**src/rtl/rc4_pkg.sv**
```systemverilog
// rtl/rc4_pkg.sv - shared RC4 PRGA state encoding and plaintext character constants
//
// Purpose: common definitions for the RC4 key-search datapath. The PRGA state
// enum and the character bounds are shared by the key-schedule, PRGA/decrypt
// and search FSMs.
// Ports: none (package).

package rc4_pkg;

    // Plaintext alphabet accepted by the key search: lowercase letters and space.
    localparam logic [7:0] CHAR_SPACE = 8'h20;
    localparam logic [7:0] CHAR_A     = 8'h61;
    localparam logic [7:0] CHAR_Z     = 8'h7A;

    // PRGA/decrypt states. Each byte walks RD_SI..WR_OUT, 9 states in total;
    // the WAIT states cover the one-cycle read latency of the RAM/ROM.
    typedef enum logic [3:0] {
        ST_IDLE    = 4'd0,
        ST_RD_SI   = 4'd1,
        ST_WAIT_SI = 4'd2,
        ST_RD_SJ   = 4'd3,
        ST_WAIT_SJ = 4'd4,
        ST_WR_SI   = 4'd5,
        ST_WR_SJ   = 4'd6,
        ST_RD_F    = 4'd7,
        ST_WAIT_F  = 4'd8,
        ST_WR_OUT  = 4'd9,
        ST_DONE    = 4'd10
    } rc4_prga_state_t;

endpackage

```
**src/rtl/rc4_prga_decrypt_if.sv**
```systemverilog
// rtl/rc4_prga_decrypt_if.sv - control and memory bus of the RC4 PRGA/decrypt stage
//
// Purpose: bundles the start/done/valid handshake with the S RAM, encrypted
// ROM and decrypted-message RAM buses. Signal prefixes are from the point of
// view of the PRGA stage (master): i_ = into the stage, o_ = out of it.
// Signals:
//   i_start            level start request
//   o_done, o_valid    pass complete / plaintext passed the character check
//   o_s_address, o_s_data, o_s_wren, i_s_q                 S RAM
//   o_rom_address, i_rom_q                                 encrypted ROM
//   o_decrypt_address, o_decrypt_data, o_decrypt_wren      plaintext RAM
// Modports: master (PRGA stage), slave (memories and key-search FSM side).

interface rc4_prga_decrypt_if #(
    parameter int MSG_AW = 5
) ();
    logic              i_start;
    logic              o_done;
    logic              o_valid;
    logic [7:0]        o_s_address;
    logic [7:0]        o_s_data;
    logic              o_s_wren;
    logic [7:0]        i_s_q;
    logic [MSG_AW-1:0] o_rom_address;
    logic [7:0]        i_rom_q;
    logic [MSG_AW-1:0] o_decrypt_address;
    logic [7:0]        o_decrypt_data;
    logic              o_decrypt_wren;

    modport master (
        input  i_start, i_s_q, i_rom_q,
        output o_done, o_valid,
        output o_s_address, o_s_data, o_s_wren,
        output o_rom_address,
        output o_decrypt_address, o_decrypt_data, o_decrypt_wren
    );

    modport slave (
        output i_start, i_s_q, i_rom_q,
        input  o_done, o_valid,
        input  o_s_address, o_s_data, o_s_wren,
        input  o_rom_address,
        input  o_decrypt_address, o_decrypt_data, o_decrypt_wren
    );
endinterface

```
**src/rtl/rc4_char_check.sv**
```systemverilog
// rtl/rc4_char_check.sv - combinational plaintext character check
//
// Purpose: flags whether a decrypted byte belongs to the accepted plaintext
// alphabet ('a'..'z' or space). Also used by the key-search FSM.
// Ports:
//   i_byte  in   8  candidate plaintext byte
//   o_ok    out  1  1 when i_byte is a lowercase letter or a space

module rc4_char_check
    import rc4_pkg::*;
(
    input  logic [7:0] i_byte,
    output logic       o_ok
);

    logic w_is_space;
    logic w_is_lower;

    assign w_is_space = (i_byte == CHAR_SPACE);
    assign w_is_lower = (i_byte >= CHAR_A) && (i_byte <= CHAR_Z);
    assign o_ok       = w_is_space | w_is_lower;

endmodule

```
**src/rtl/rc4_prga_decrypt.sv**
```systemverilog
// rtl/rc4_prga_decrypt.sv - RC4 PRGA keystream generation and message decrypt
//
// Purpose: with S already key-scheduled, generates MSG_LEN keystream bytes,
// XORs each with the encrypted ROM and writes the plaintext into the decrypt
// RAM. Reports done plus a valid flag (every byte 'a'..'z' or space).
// Optional feature macro: RC4_EARLY_ABORT_EN - stop at the first failing byte
// (that byte is still written) and go to DONE with valid=0.
// Parameters:
//   MSG_LEN  message length in bytes
//   MSG_AW   ROM / decrypt RAM address width, MSG_LEN <= 2**MSG_AW
// Ports:
//   i_clock  in  1  rising-edge clock
//   i_reset  in  1  synchronous active-high reset
//   bus      rc4_prga_decrypt_if.master: start/done/valid and the S RAM,
//            encrypted ROM and decrypt RAM buses (all memories read with a
//            one-cycle synchronous latency)

module rc4_prga_decrypt
    import rc4_pkg::*;
#(
    parameter int MSG_LEN = 32,
    parameter int MSG_AW  = 5
) (
    input  logic               i_clock,
    input  logic               i_reset,
    rc4_prga_decrypt_if.master bus
);

    localparam logic [MSG_AW-1:0] K_LAST = MSG_AW'(MSG_LEN - 1);

    rc4_prga_state_t   r_state;
    rc4_prga_state_t   w_state_next;

    logic [7:0]        r_i;
    logic [7:0]        r_j;
    logic [MSG_AW-1:0] r_k;
    logic [7:0]        r_si;
    logic [7:0]        r_sj;
    logic              r_valid;

    logic [7:0]        w_i_next;
    logic [7:0]        w_j_next;
    logic [MSG_AW-1:0] w_k_next;
    logic [7:0]        w_si_next;
    logic [7:0]        w_sj_next;
    logic              w_valid_next;

    logic [7:0]        w_j_sum;
    logic [7:0]        w_f_addr;
    logic [7:0]        w_plain;
    logic              w_char_ok;

    // 8-bit wrap-around is the RC4 index rule, so plain 8-bit adders suffice.
    assign w_j_sum  = r_j + bus.i_s_q;
    assign w_f_addr = r_si + r_sj;
    assign w_plain  = bus.i_s_q ^ bus.i_rom_q;

    rc4_char_check u_char_check (
        .i_byte (w_plain),
        .o_ok   (w_char_ok)
    );

    always_ff @(posedge i_clock) begin
        if (i_reset) begin
            r_state <= ST_IDLE;
            r_i     <= '0;
            r_j     <= '0;
            r_k     <= '0;
            r_si    <= '0;
            r_sj    <= '0;
            r_valid <= 1'b0;
        end else begin
            r_state <= w_state_next;
            r_i     <= w_i_next;
            r_j     <= w_j_next;
            r_k     <= w_k_next;
            r_si    <= w_si_next;
            r_sj    <= w_sj_next;
            r_valid <= w_valid_next;
        end
    end

    always_comb begin
        w_state_next          = r_state;
        w_i_next              = r_i;
        w_j_next              = r_j;
        w_k_next              = r_k;
        w_si_next             = r_si;
        w_sj_next             = r_sj;
        w_valid_next          = r_valid;

        bus.o_done            = 1'b0;
        bus.o_valid           = 1'b0;
        bus.o_s_address       = '0;
        bus.o_s_data          = '0;
        bus.o_s_wren          = 1'b0;
        bus.o_rom_address     = '0;
        bus.o_decrypt_address = '0;
        bus.o_decrypt_data    = '0;
        bus.o_decrypt_wren    = 1'b0;

        case (r_state)
            ST_IDLE: begin
                if (bus.i_start) begin
                    w_state_next = ST_RD_SI;
                    w_i_next     = '0;
                    w_j_next     = '0;
                    w_k_next     = '0;
                    w_valid_next = 1'b1;
                end
            end

            // r_i is bumped on leaving RD_SI, so WAIT_SI holds the same
            // address through r_i itself.
            ST_RD_SI: begin
                bus.o_s_address = r_i + 8'd1;
                w_i_next        = r_i + 8'd1;
                w_state_next    = ST_WAIT_SI;
            end

            ST_WAIT_SI: begin
                bus.o_s_address = r_i;
                w_state_next    = ST_RD_SJ;
            end

            // S[i] arrives now; the new j is used as the read address in the
            // same cycle, then held from r_j during WAIT_SJ.
            ST_RD_SJ: begin
                w_si_next       = bus.i_s_q;
                w_j_next        = w_j_sum;
                bus.o_s_address = w_j_sum;
                w_state_next    = ST_WAIT_SJ;
            end

            ST_WAIT_SJ: begin
                bus.o_s_address = r_j;
                w_state_next    = ST_WR_SI;
            end

            // When i == j both halves of the swap hit the same address with
            // the same value, leaving S unchanged as RC4 requires.
            ST_WR_SI: begin
                w_sj_next       = bus.i_s_q;
                bus.o_s_address = r_i;
                bus.o_s_data    = bus.i_s_q;
                bus.o_s_wren    = 1'b1;
                w_state_next    = ST_WR_SJ;
            end

            ST_WR_SJ: begin
                bus.o_s_address = r_j;
                bus.o_s_data    = r_si;
                bus.o_s_wren    = 1'b1;
                w_state_next    = ST_RD_F;
            end

            // The pre-swap values are used for the f index; after the swap
            // S[i]+S[j] is the same sum.
            ST_RD_F: begin
                bus.o_s_address   = w_f_addr;
                bus.o_rom_address = r_k;
                w_state_next      = ST_WAIT_F;
            end

            ST_WAIT_F: begin
                bus.o_s_address   = w_f_addr;
                bus.o_rom_address = r_k;
                w_state_next      = ST_WR_OUT;
            end

            ST_WR_OUT: begin
                bus.o_s_address       = w_f_addr;
                bus.o_rom_address     = r_k;
                bus.o_decrypt_address = r_k;
                bus.o_decrypt_data    = w_plain;
                bus.o_decrypt_wren    = 1'b1;
                w_valid_next          = r_valid & w_char_ok;
`ifdef RC4_EARLY_ABORT_EN
                if (!w_char_ok || (r_k == K_LAST)) begin
                    w_state_next = ST_DONE;
                end else begin
                    w_k_next     = r_k + MSG_AW'(1);
                    w_state_next = ST_RD_SI;
                end
`else
                if (r_k == K_LAST) begin
                    w_state_next = ST_DONE;
                end else begin
                    w_k_next     = r_k + MSG_AW'(1);
                    w_state_next = ST_RD_SI;
                end
`endif
            end

            ST_DONE: begin
                bus.o_done  = 1'b1;
                bus.o_valid = r_valid;
                if (bus.i_start) begin
                    w_state_next = ST_RD_SI;
                    w_i_next     = '0;
                    w_j_next     = '0;
                    w_k_next     = '0;
                    w_valid_next = 1'b1;
                end
            end

            default: begin
                w_state_next = ST_IDLE;
            end
        endcase
    end

endmodule

```
**src/flat_wrapper.sv**
```systemverilog
// flat-port wrapper written by rule: the top's interface ports become plain ports
module rc4_prga_decrypt_flat import rc4_pkg::*;
#(
    parameter int MSG_LEN = 32,
    parameter int MSG_AW  = 5
)
  (i_clock, i_reset, bus_i_start, bus_i_s_q, bus_i_rom_q, bus_o_done, bus_o_valid, bus_o_s_address, bus_o_s_data, bus_o_s_wren, bus_o_rom_address, bus_o_decrypt_address, bus_o_decrypt_data, bus_o_decrypt_wren);
  rc4_prga_decrypt_if #(.MSG_AW(MSG_AW)) bus_i ();
  input  logic i_clock;
  input  logic i_reset;
  input wire logic [$bits(bus_i.i_start)-1:0] bus_i_start;
  input wire logic [$bits(bus_i.i_s_q)-1:0] bus_i_s_q;
  input wire logic [$bits(bus_i.i_rom_q)-1:0] bus_i_rom_q;
  output wire logic [$bits(bus_i.o_done)-1:0] bus_o_done;
  output wire logic [$bits(bus_i.o_valid)-1:0] bus_o_valid;
  output wire logic [$bits(bus_i.o_s_address)-1:0] bus_o_s_address;
  output wire logic [$bits(bus_i.o_s_data)-1:0] bus_o_s_data;
  output wire logic [$bits(bus_i.o_s_wren)-1:0] bus_o_s_wren;
  output wire logic [$bits(bus_i.o_rom_address)-1:0] bus_o_rom_address;
  output wire logic [$bits(bus_i.o_decrypt_address)-1:0] bus_o_decrypt_address;
  output wire logic [$bits(bus_i.o_decrypt_data)-1:0] bus_o_decrypt_data;
  output wire logic [$bits(bus_i.o_decrypt_wren)-1:0] bus_o_decrypt_wren;
  assign bus_i.i_start = bus_i_start;
  assign bus_i.i_s_q = bus_i_s_q;
  assign bus_i.i_rom_q = bus_i_rom_q;
  assign bus_o_done = bus_i.o_done;
  assign bus_o_valid = bus_i.o_valid;
  assign bus_o_s_address = bus_i.o_s_address;
  assign bus_o_s_data = bus_i.o_s_data;
  assign bus_o_s_wren = bus_i.o_s_wren;
  assign bus_o_rom_address = bus_i.o_rom_address;
  assign bus_o_decrypt_address = bus_i.o_decrypt_address;
  assign bus_o_decrypt_data = bus_i.o_decrypt_data;
  assign bus_o_decrypt_wren = bus_i.o_decrypt_wren;
  rc4_prga_decrypt #(.MSG_LEN(MSG_LEN), .MSG_AW(MSG_AW)) u_core (.i_clock(i_clock), .i_reset(i_reset), .bus(bus_i));
endmodule
```
**config.mk**
```make
export PLATFORM = sky130hd
export DESIGN_NAME = rc4_prga_decrypt_flat
export DESIGN_NICKNAME = d
export VERILOG_FILES = /design/src/rtl/rc4_pkg.sv /design/src/rtl/rc4_prga_decrypt_if.sv /design/src/rtl/rc4_char_check.sv /design/src/rtl/rc4_prga_decrypt.sv /design/src/flat_wrapper.sv
export SDC_FILE = /design/constraint.sdc
export NUM_CORES = 1
export LEC_CHECK = 0
export CAP_MARGIN = 15
export CELL_PAD_IN_SITES_DETAIL_PLACEMENT = 1
export CELL_PAD_IN_SITES_GLOBAL_PLACEMENT = 1
export CORE_AREA = 2 2 103 105
export CTS_BUF_LIST = sky130_fd_sc_hd__clkbuf_16
export CTS_CLUSTER_DIAMETER = 100
export DETAILED_ROUTE_END_ITERATION = 7
export DIE_AREA = 0 0 105 107
export HOLD_SLACK_MARGIN = 0.03
export PLACE_DENSITY_LB_ADDON = 0.3
export SLEW_MARGIN = 20
export SYNTH_ARGS = -nofsm -noshare
export SYNTH_HDL_FRONTEND = slang
export SYNTH_SLANG_ARGS = --single-unit
```
**constraint.sdc**
```tcl
create_clock -name i_clock -period 4.95 [get_ports i_clock]
set_clock_uncertainty 0.15 [all_clocks]
set_input_delay 0.7425 -clock i_clock [delete_from_list [all_inputs] [get_ports i_clock]]
set_output_delay 0.7425 -clock i_clock [all_outputs]
set_load 0.01 [all_outputs]
```
==> flow_summary_export.csv, run 1 <==
group,metric,value,unit
global_routing,grt_antenna_before_repair,0,
clock_tree,cts_tree,"yes",
timing,period_needed,4.37,ns
placed_design,dpl_cell_area,0.00362,mm2
power_and_ir_drop,cell_internal_pwr,0.593,mW
synth,yosysMostFrequentCell,"nand2_1",
power_and_ir_drop,pwr-share-clk,38.8,%
layout,fin_nets,486,
power_and_ir_drop,p_leak,1.39,nW
critical_path,reg2reg_depth,6,
synth,ys_seq_area_share,28.4,%
detailed_routing,drtAntennaViolNets,0,
power_and_ir_drop,power_switching,0.252,mW
detailed_routing,drc,0,
clock_tree,cts_max_level,2,
timing,slew_headroom,44.3,%
detailed_routing,via_count,2976,
power_and_ir_drop,power-per-cell-area,225,mW/mm2
critical_path,rr_endpoint,"u_core.r_k[3]",
worst_hold_path,hp-class,"reg2reg",
floorplanning,pin_count,57,
critical_path,cp_data_required_time,4.06,ns
critical_path,crit_arrival,3.48,ns
global_routing,grt_max_degree,42,
synth,netlist_instances,398,
timing,tightest_slew,0.833,ns
layout,syn_to_final_growth,27.0,%
global_routing,grt_overflow,0,
critical_path,r2r_slack,2.51,ns
floorplanning,rows,37,
worst_hold_path,hold-path-endpoint,"u_core.r_sj[3]",
layout,n_fill_cell,1292,
global_routing,track_usage,17.3,%
layout,drive_gt1_share,5.57,%
detailed_routing,dr.pass1.iters,4,
synth,netlist_area,0.00296,mm2
power_and_ir_drop,total_power,0.844,mW
floorplanning,die_area,0.0112,mm2
clock_tree,clockBufferDepth,2,
run_status,outcome,"finished, final reports clean",
clock_tree,clkSlewWorstSetupHoldPaths,0.06,ns
synth,synth_seq_cells,42,
synth,synth_top_area_share,28.4,%
critical_path,cp_max_fo,4,
layout,multi_input_area,0.00198,mm2
clock_tree,cts_made_buffers,5,
worst_hold_path,min_from,"u_core.r_sj[3]",
layout,diodes,0,
clock_tree,cts_hold_buffers,0,
power_and_ir_drop,sw_frac_of_total,29.8,%
detailed_routing,wl,9.66,mm
job,drv_cap,0,
power_and_ir_drop,seqPwrFrac,42.9,%
synth,synth_edf_count,0,
worst_hold_path,hold_depth,2,
global_routing,grt_pass1_vias,3002,
layout,fin_area,0.00376,mm2
clock_tree,cts_sinks,42,
synth,async_flop_share,0,%
critical_path,start_kind,"input port",
global_routing,grt_pass1_wl,15.3,mm
synth,synth_common_cells,"nand2_1 (74), a21oi_1 (44), dfxtp_1 (42)",
floorplanning,die_height,107,um
timing,finalSetupViolCount,0,
floorplanning,start_util,29.3,%
layout,regArea,841,um2
synth,synth_nets,436,
power_and_ir_drop,p_comb_share,18.3,%
detailed_routing,drtIter0Drc,79,
clock_tree,clk_latency,0.29,ns
power_and_ir_drop,vdd_drop_max,0.000109,V
placed_design,dp_hpwl,7.30,mm
synth,yosys.area.top_type,"dfxtp_1",
timing,slew_viol_final,0,
timing,fmax,0.229,GHz
synth,syn_area_per_cell,7.44,um2
critical_path,end_kind,"output port",
clock_tree,cts_root_buf,"clkbuf_16",
synth,synth_area_leaders,"dfxtp_1 (28%), nand2_1 (9.4%), a21oi_1 (7.4%)",
timing,finalCritPeriodShare,88.3,%
clock_tree,cts_setup_buffers,0,
floorplanning,die_x,105,um
placed_design,portBuffers,56,
synth,synth_cell_types,54,
synth,ys.flop_type,"dfxtp_1",
floorplanning,fp.coreArea,0.0101,mm2
critical_path,crit_type,"in2out",
detailed_routing,wl_per_cell,16.5,um
timing,rsz0062_at_grt,"false",
placed_design,gp_congestion,0.859,
timing,setup_tns,0,ns
timing,hold_violations,0,
critical_path,timing.rr.start,"u_core.r_state[0]",
clock_tree,cts_resized,0,
detailed_routing,drt-vias-per-instance,5.09,
synth,yosys_warnings,0,
-- placed cells by master, fill, tap and decap left out, types with 8 or more instances in the layout --
cell type and instances:
xnor2_1 13, a21oi_1 44, nand3_1 15, o21ai_0 17, ha_1 17, dfxtp_1 42, nand2_1 74, xor2_1 8
inv_1 13, and3_1 11, clkdlybuf4s50_1 56, nor3_1 9, nor2_1 41
-- metal layers --
metal  GRT usage, %  wire, um
met2           30.3      4610
met5              0         0
met3           2.25       321
met4           5.62       180
met1           22.0      4540
-- metrics by stage --
step           cells  hold WS, ns  worst slack, ns  utilization (%)
2_1_floorplan    398        0.291             1.93                -
4_1_cts          585        0.321            0.583             37.3
5_1_grt          585        0.339            0.445             37.3
3_3_place_gp     577        0.298            0.648             35.9
6_report         585        0.314            0.578             37.3
3_5_place_dp     577        0.309            0.606             35.9
-- logic make-up after synthesis --
| kind of cell | share of synthesized area, % |
|---|---|
| buf+inv | 4.61 |
| compound gates | 19.0 |
| xor+xnor | 6.76 |
| mux | 0.676 |
| fa+ha+maj | 8.54 |
| flops | 28.4 |
| simple gates | 32.0 |
-- worst max-delay path: stages --
cell and delay [ns]:
clkdlybuf4s50_1 0.55, ha_1 0.22, inv_1 0.07, fa_1 0.38, nand2b_1 0.20, a21oi_1 0.19
o21a_1 0.16, nor3_1 0.04, nand3b_1 0.17, o211ai_1 0.18, clkdlybuf4s50_1 0.58
-- registers in the layout, summed over array words and instances, names as in the netlist --
signal,count
u_core.r_state,4
u_core.r_k,5
u_core.r_i,8
u_core.r_sj,8
u_core.r_j,8
u_core.r_valid,1
u_core.r_si,8
-- area by class of cell --
type	instances	share of cell area [%]
well taps	136	4.53
clock buffers	5	3.33
inverters	13	1.30
multi-input cells	328	52.7
repair buffers	58	15.3
clock inverters	3	0.433
flip-flops and latches	42	22.4
-- power by group through the flow --
| stage | clock (mW) | sequential [mW] | combinational [mW] |
|---|---|---|---|
| after detailed placement | 0 | 0.370 | 0.154 |
| final | 0.328 | 0.362 | 0.154 |
| after global placement | 0 | 0.369 | 0.151 |
| after global routing | 0.350 | 0.364 | 0.169 |
| after CTS | 0.338 | 0.362 | 0.156 |
| after floorplan | 0 | 0.359 | 0.105 |
-- how the worst max path moves through the flow --
stage	from	to	slack (ns)	cells after the start
final	bus_i_s_q[0]	bus_o_s_address[6]	0.58	11
after global routing	bus_i_s_q[0]	bus_o_s_address[6]	0.45	11
after CTS	bus_i_s_q[0]	bus_o_s_address[6]	0.58	11
after detailed placement	bus_i_s_q[0]	bus_o_s_address[6]	0.61	11
after global placement	bus_i_s_q[0]	bus_o_s_address[6]	0.65	11
after floorplan	bus_i_s_q[0]	bus_o_s_address[6]	1.93	9
No activity file was read; power rests on OpenSTA's default activity.
==> run 2, diff against run 1 <==
--- a/config.mk
+++ b/config.mk
@@ -8,11 +8,12 @@
 export CAP_MARGIN = 15
 export CELL_PAD_IN_SITES_DETAIL_PLACEMENT = 1
 export CELL_PAD_IN_SITES_GLOBAL_PLACEMENT = 1
-export CORE_AREA = 2 2 103 105
+export CORE_AREA = 2 2 88 90
 export CTS_BUF_LIST = sky130_fd_sc_hd__clkbuf_16
 export CTS_CLUSTER_DIAMETER = 100
+export CTS_CLUSTER_SIZE = 10
 export DETAILED_ROUTE_END_ITERATION = 7
-export DIE_AREA = 0 0 105 107
+export DIE_AREA = 0 0 90 92
 export HOLD_SLACK_MARGIN = 0.03
 export PLACE_DENSITY_LB_ADDON = 0.3
 export SLEW_MARGIN = 20
==> run 2 against run 1 <==
Compared with the run above:
- flip-flop and latch count did not move
- worst hold slack barely moved
- first-iteration DRC count rose by 54%
- maximum frequency rose by 0.85%
- power fell by 1.9%
- non-clock buffer count did not move
- sequential power barely moved
- clock power fell by 4%
- die area fell by 26%
- utilization rose by 13 points
- largest power group unchanged
- highest routed layer unchanged
- sequential share of layout area rose by 0.28 points
- final area fell by 1.2%
==> flow_summary_export.csv, run 2 (synthesis results as in run 1) <==
group,metric,value,unit
timing,period_needed,4.34,ns
critical_path,cp_cell_sequence,"clkdlybuf4s50_1 > ha_1 > inv_1 > fa_1 > nand2b_1 > a21oi_1 > o21a_1 > nor3_1 > nand3b_1 > o211ai_1 > clkdlybuf4s50_1",
floorplanning,fp.coreArea,0.00745,mm2
run_status,outcome,"finished, final reports clean",
critical_path,critical_path_buf_inv_count,3,
placed_design,portBuffers,56,
critical_path,end_kind,"output port",
global_routing,grt_pass1_vias,2929,
critical_path,cp_data_required_time,4.06,ns
global_routing,track_usage,22.7,%
layout,syn_to_final_growth,25.4,%
layout,n_fill_cell,947,
critical_path,r2r_slack,2.55,ns
timing,rsz0062_at_grt,"false",
detailed_routing,via_count,2995,
timing,tightest_slew,0.829,ns
timing,fmax,0.231,GHz
placed_design,dp_hpwl,7.05,mm
clock_tree,clockBufferDepth,2,
clock_tree,clkSlewWorstSetupHoldPaths,0.06,ns
timing,hold_violations,0,
clock_tree,cts_tree,"yes",
critical_path,crit_type,"in2out",
worst_hold_path,min_from,"u_core.r_sj[3]",
detailed_routing,drtAntennaViolNets,0,
power_and_ir_drop,total_power,0.828,mW
clock_tree,clk_latency,0.29,ns
job,drv_cap,0,
layout,fin_area,0.00371,mm2
critical_path,crit_path_start,"bus_i_s_q[0]",
power_and_ir_drop,power-per-cell-area,223,mW/mm2
critical_path,crit_arrival,3.44,ns
critical_path,cpLargestDelayFamily,"buffers and inverters",
clock_tree,cts_setup_buffers,0,
detailed_routing,dr.pass1.iters,4,
critical_path,rr_endpoint,"u_core.r_k[3]",
critical_path,timing.rr.start,"u_core.r_state[0]",
layout,fin_cells,551,
floorplanning,rows,32,
global_routing,grt_overflow,0,
placed_design,place_inst,543,
worst_hold_path,hp-class,"reg2reg",
global_routing,grt_pass1_wl,15.1,mm
power_and_ir_drop,vdd_drop_max,0.000129,V
critical_path,cp_max_fo,4,
clock_tree,cts_max_level,2,
global_routing,grt_max_degree,22,
clock_tree,cts_made_buffers,5,
critical_path,start_kind,"input port",
worst_hold_path,hold_depth,2,
floorplanning,die_height,92,um
timing,hold_ws,0.315,ns
detailed_routing,drtIter0Drc,122,
clock_tree,cts_hold_buffers,0,
timing,setup_ws,0.614,ns
floorplanning,die_area,0.00828,mm2
layout,fin_util,49.9,%
layout,fin_nets,486,
layout,final_common_cell,"nand2_1",
clock_tree,cts_resized,0,
critical_path,crit_top_cell,"clkdlybuf4s50_1",
detailed_routing,drt-vias-per-instance,5.44,
floorplanning,pin_count,57,
layout,layout_common_cells,"nand2_1 (74), clkdlybuf4s50_1 (56), a21oi_1 (44)",
floorplanning,start_util,39.8,%
global_routing,grt_antenna_before_repair,0,
detailed_routing,wl_per_cell,16.7,um
timing,slew_viol_final,0,
layout,diodes,0,
worst_hold_path,hold-path-endpoint,"u_core.r_sj[3]",
timing,finalCritPeriodShare,87.6,%
clock_tree,cts_root_buf,"clkbuf_16",
power_and_ir_drop,p_leak,1.40,nW
placed_design,dpl_cell_area,0.00358,mm2
critical_path,crit_path_max_incr_delay,0.57,ns
critical_path,reg2reg_depth,6,
layout,drive_gt1_share,5.35,%
timing,slew_headroom,44.5,%
critical_path,slowest_stage,"clkdlybuf4s50_1",
placed_design,gp_congestion,0.926,
clock_tree,cts_sinks,42,
critical_path,cp.depth,11,
detailed_routing,wl,9.23,mm
timing,setup_tns,0,ns
detailed_routing,drc,0,
placed_design,place_ws,0.625,ns
floorplanning,die_x,90,um
timing,finalSetupViolCount,0,
[run 2: how the worst max path moves through the flow]
stage / to / slack, ns
2_1_floorplan: bus_o_s_address[6] / 1.93
3_3_place_gp: bus_o_s_address[6] / 0.70
3_5_place_dp: bus_o_s_address[6] / 0.62
4_1_cts: bus_o_s_address[6] / 0.61
5_1_grt: bus_o_s_address[6] / 0.44
6_report: bus_o_s_address[6] / 0.61
[run 2: area by class of cell]
cell class	instances	area, um2	area share [%]
Tap cell	102	128	3.44
Clock buffer	5	125	3.37
Sequential cell	42	841	22.6
Multi-Input combinational cell	328	1980	53.4
Timing Repair Buffer	58	576	15.5
Inverter	13	48.8	1.31
Clock inverter	3	12.5	0.337
[run 2: report_power, final]
group | total, mW | switching (mW) | internal (mW)
combinational | 0.151 | 0.0893 | 0.0613
clock | 0.315 | 0.133 | 0.182
sequential | 0.362 | 0.0154 | 0.347
[run 2: tightest hold or removal path, stage by stage, from the launching register on]
cell and delay, ns:
dfxtp_1 0.31, nand2_1 0.05, a21oi_1 0.05
[run 2: metal layers]
layer	vias to the layer above	GRT usage (%)	routed length, um
met5	-	0	0
met4	0	7.31	182
met3	12	2.88	354
met2	67	40.9	4630
met1	1427	28.2	4060
li1	1489	-	-
==> RTL edit, RTL diff (config.mk and constraints of run 1) <==
`MSG_AW` is set to 5 in 3 places; all go to 6.
--- a/src/rtl/rc4_prga_decrypt_if.sv
+++ b/src/rtl/rc4_prga_decrypt_if.sv
@@ -13,5 +13,5 @@
 
 interface rc4_prga_decrypt_if #(
-    parameter int MSG_AW = 5
+    parameter int MSG_AW = 6
 ) ();
     logic              i_start;
--- a/src/rtl/rc4_prga_decrypt.sv
+++ b/src/rtl/rc4_prga_decrypt.sv
@@ -20,5 +20,5 @@
 #(
     parameter int MSG_LEN = 32,
-    parameter int MSG_AW  = 5
+    parameter int MSG_AW  = 6
 ) (
     input  logic               i_clock,
--- a/src/flat_wrapper.sv
+++ b/src/flat_wrapper.sv
@@ -3,5 +3,5 @@
 #(
     parameter int MSG_LEN = 32,
-    parameter int MSG_AW  = 5
+    parameter int MSG_AW  = 6
 )
   (i_clock, i_reset, bus_i_start, bus_i_s_q, bus_i_rom_q, bus_o_done, bus_o_valid, bus_o_s_address, bus_o_s_data, bus_o_s_wren, bus_o_rom_address, bus_o_decrypt_address, bus_o_decrypt_data, bus_o_decrypt_wren);
Interface: changed (resized bus_o_decrypt_address and bus_o_rom_address); port bits go from 57 to 59. No check against the original RTL was run, so the function may have changed too.
==> RTL edit against run 1 <==
Hold slack gained 0.0064 ns; total power grew 20%; design area is 4.8% higher; area after synthesis increased by 4.2%; critical path type unchanged; clock power is 33% higher; highest routed layer unchanged; largest cell class unchanged; setup slack lost 0.064 ns; sequential cell count increased by 1; routed wire length up 2.1%; register-to-register slack got worse by 0.44 ns; global-route usage is 0.40 points higher; critical path depth down 2.
==> RTL edit: results (changes against run 1) <==
Synth top area cells: dfxtp_1 (28%), nand2_1 (8.5%), ha_1 (6.5%)
Reg-to-Reg Start: u_core.r_state[3]
Post-CTS setup buffer count: 0 (unchanged)
Worst path max stage delay: 0.51 ns (-0.07 ns)
Hold Fails Final Rpt: 0 (unchanged)
Met1 Use GR: 24.6% (+2.6 points)
Cells after Synth: 395 (-0.75%)
Synth cell types: 63 (+17%)
DR iter-0 viols: 122 (+54%)
CTS max path bufs: 2 (unchanged)
Xor and xnor area share after synthesis: 6.82% (+0.053 points)
Adder-Cell Fraction of Synth Area: 7.79% (-0.75 points)
Final nets: 482 (-0.82%)
Reg2reg setup slack: 2.07 ns (-0.44 ns)
Placed Cells: 574 (-0.52%)
WL/cell: 16.9 um (+2.6%)
Met1 WL: 4960 um (+9.1%)
Status: finished, final reports clean
Vias per cell: 5.28 (+3.8%)
Fill cells: 1251 (-3.2%)
PortBufs: 58 (+3.6%)
P_leak: 1.48 nW (+5.8%)
Overall power: 1.01 mW (+20%)
Routability congestion estimate: 0.786 (-8.5%)
Compound-gate portion of the synthesized area: 24.0% (+5.0 points)
Grt met2 use: 29.5% (-0.83 points)
DP Worst Slack: 0.488 ns (-0.118 ns)
Largest net degree at the start of global routing: 42 (unchanged)
Total CTS buffers: 5 (unchanged)
Vias in the first global route: 3068 (+2.2%)
Total GRT Usage: 17.7% (+0.40 points)
Sequential cell area fraction in the yosys report: 27.9% (-0.49 points)
Post-synth top flop: dfxtp_1
Sequential power: 381 uW (+5%)
Fraction of registers with async set/reset: 0% (unchanged)
Layout cell share with drive strength beyond 1: 4.93% (-0.64 points)
Arr. time, crit path: 3.54 ns (+0.06 ns)
Met2 wire length: 4580 um (-0.61%)
Switching Power: 282 uW (+12%)
Slew HR: 49.2% (+4.9 points)
Reg2reg end: u_core.r_state[0]
Comb. pwr: 194 uW (+26%)
Placed cell area: 3750 sq um (+3.7%)
Post-route non-filler standard cell count: 582 (-0.51%)
First-pass GRT wire length: 15900 um (+3.6%)
Final min period: 4.44 ns (+0.0638 ns)
Post-DP HPWL: 7440 um (+1.9%)
Top cells by count, synth: nand2_1 (70), dfxtp_1 (43), nor2_1 (41), a21oi_1 (39)
Mux cell area share after synthesis: 1.30% (+0.62 points)
Metal3 WL: 265 um (-17%)
GRT met3 Usage: 2.61% (+0.36 points)
Syn nets: 432 (-0.92%)
Worst VDD drop: 0.126 mV (+15%)
RTL edit: worst min-delay path by stage:
stage / start / endpoint / slack [ns] / cells past startpoint
floorplan: u_core.r_sj[0] / u_core.r_sj[0] / 0.29 / 2
global placement: u_core.r_sj[4] / u_core.r_sj[4] / 0.30 / 2
detailed placement: u_core.r_sj[4] / u_core.r_sj[4] / 0.31 / 2
CTS: u_core.r_sj[4] / u_core.r_sj[4] / 0.32 / 2
global route: u_core.r_sj[2] / u_core.r_sj[2] / 0.35 / 2
finish: u_core.r_sj[4] / u_core.r_sj[4] / 0.32 / 2
RTL edit: cell type report:
type / instances / area [sq um] / share of cell area, %
multi-input cells: 328 / 2100 / 53.3
flip-flops and latches: 43 / 861 / 21.8
repair buffers: 60 / 596 / 15.1
well taps: 136 / 170 / 4.32
clock buffers: 5 / 125 / 3.17
clock inverters: 3 / 63.8 / 1.62
inverters: 7 / 26.3 / 0.667
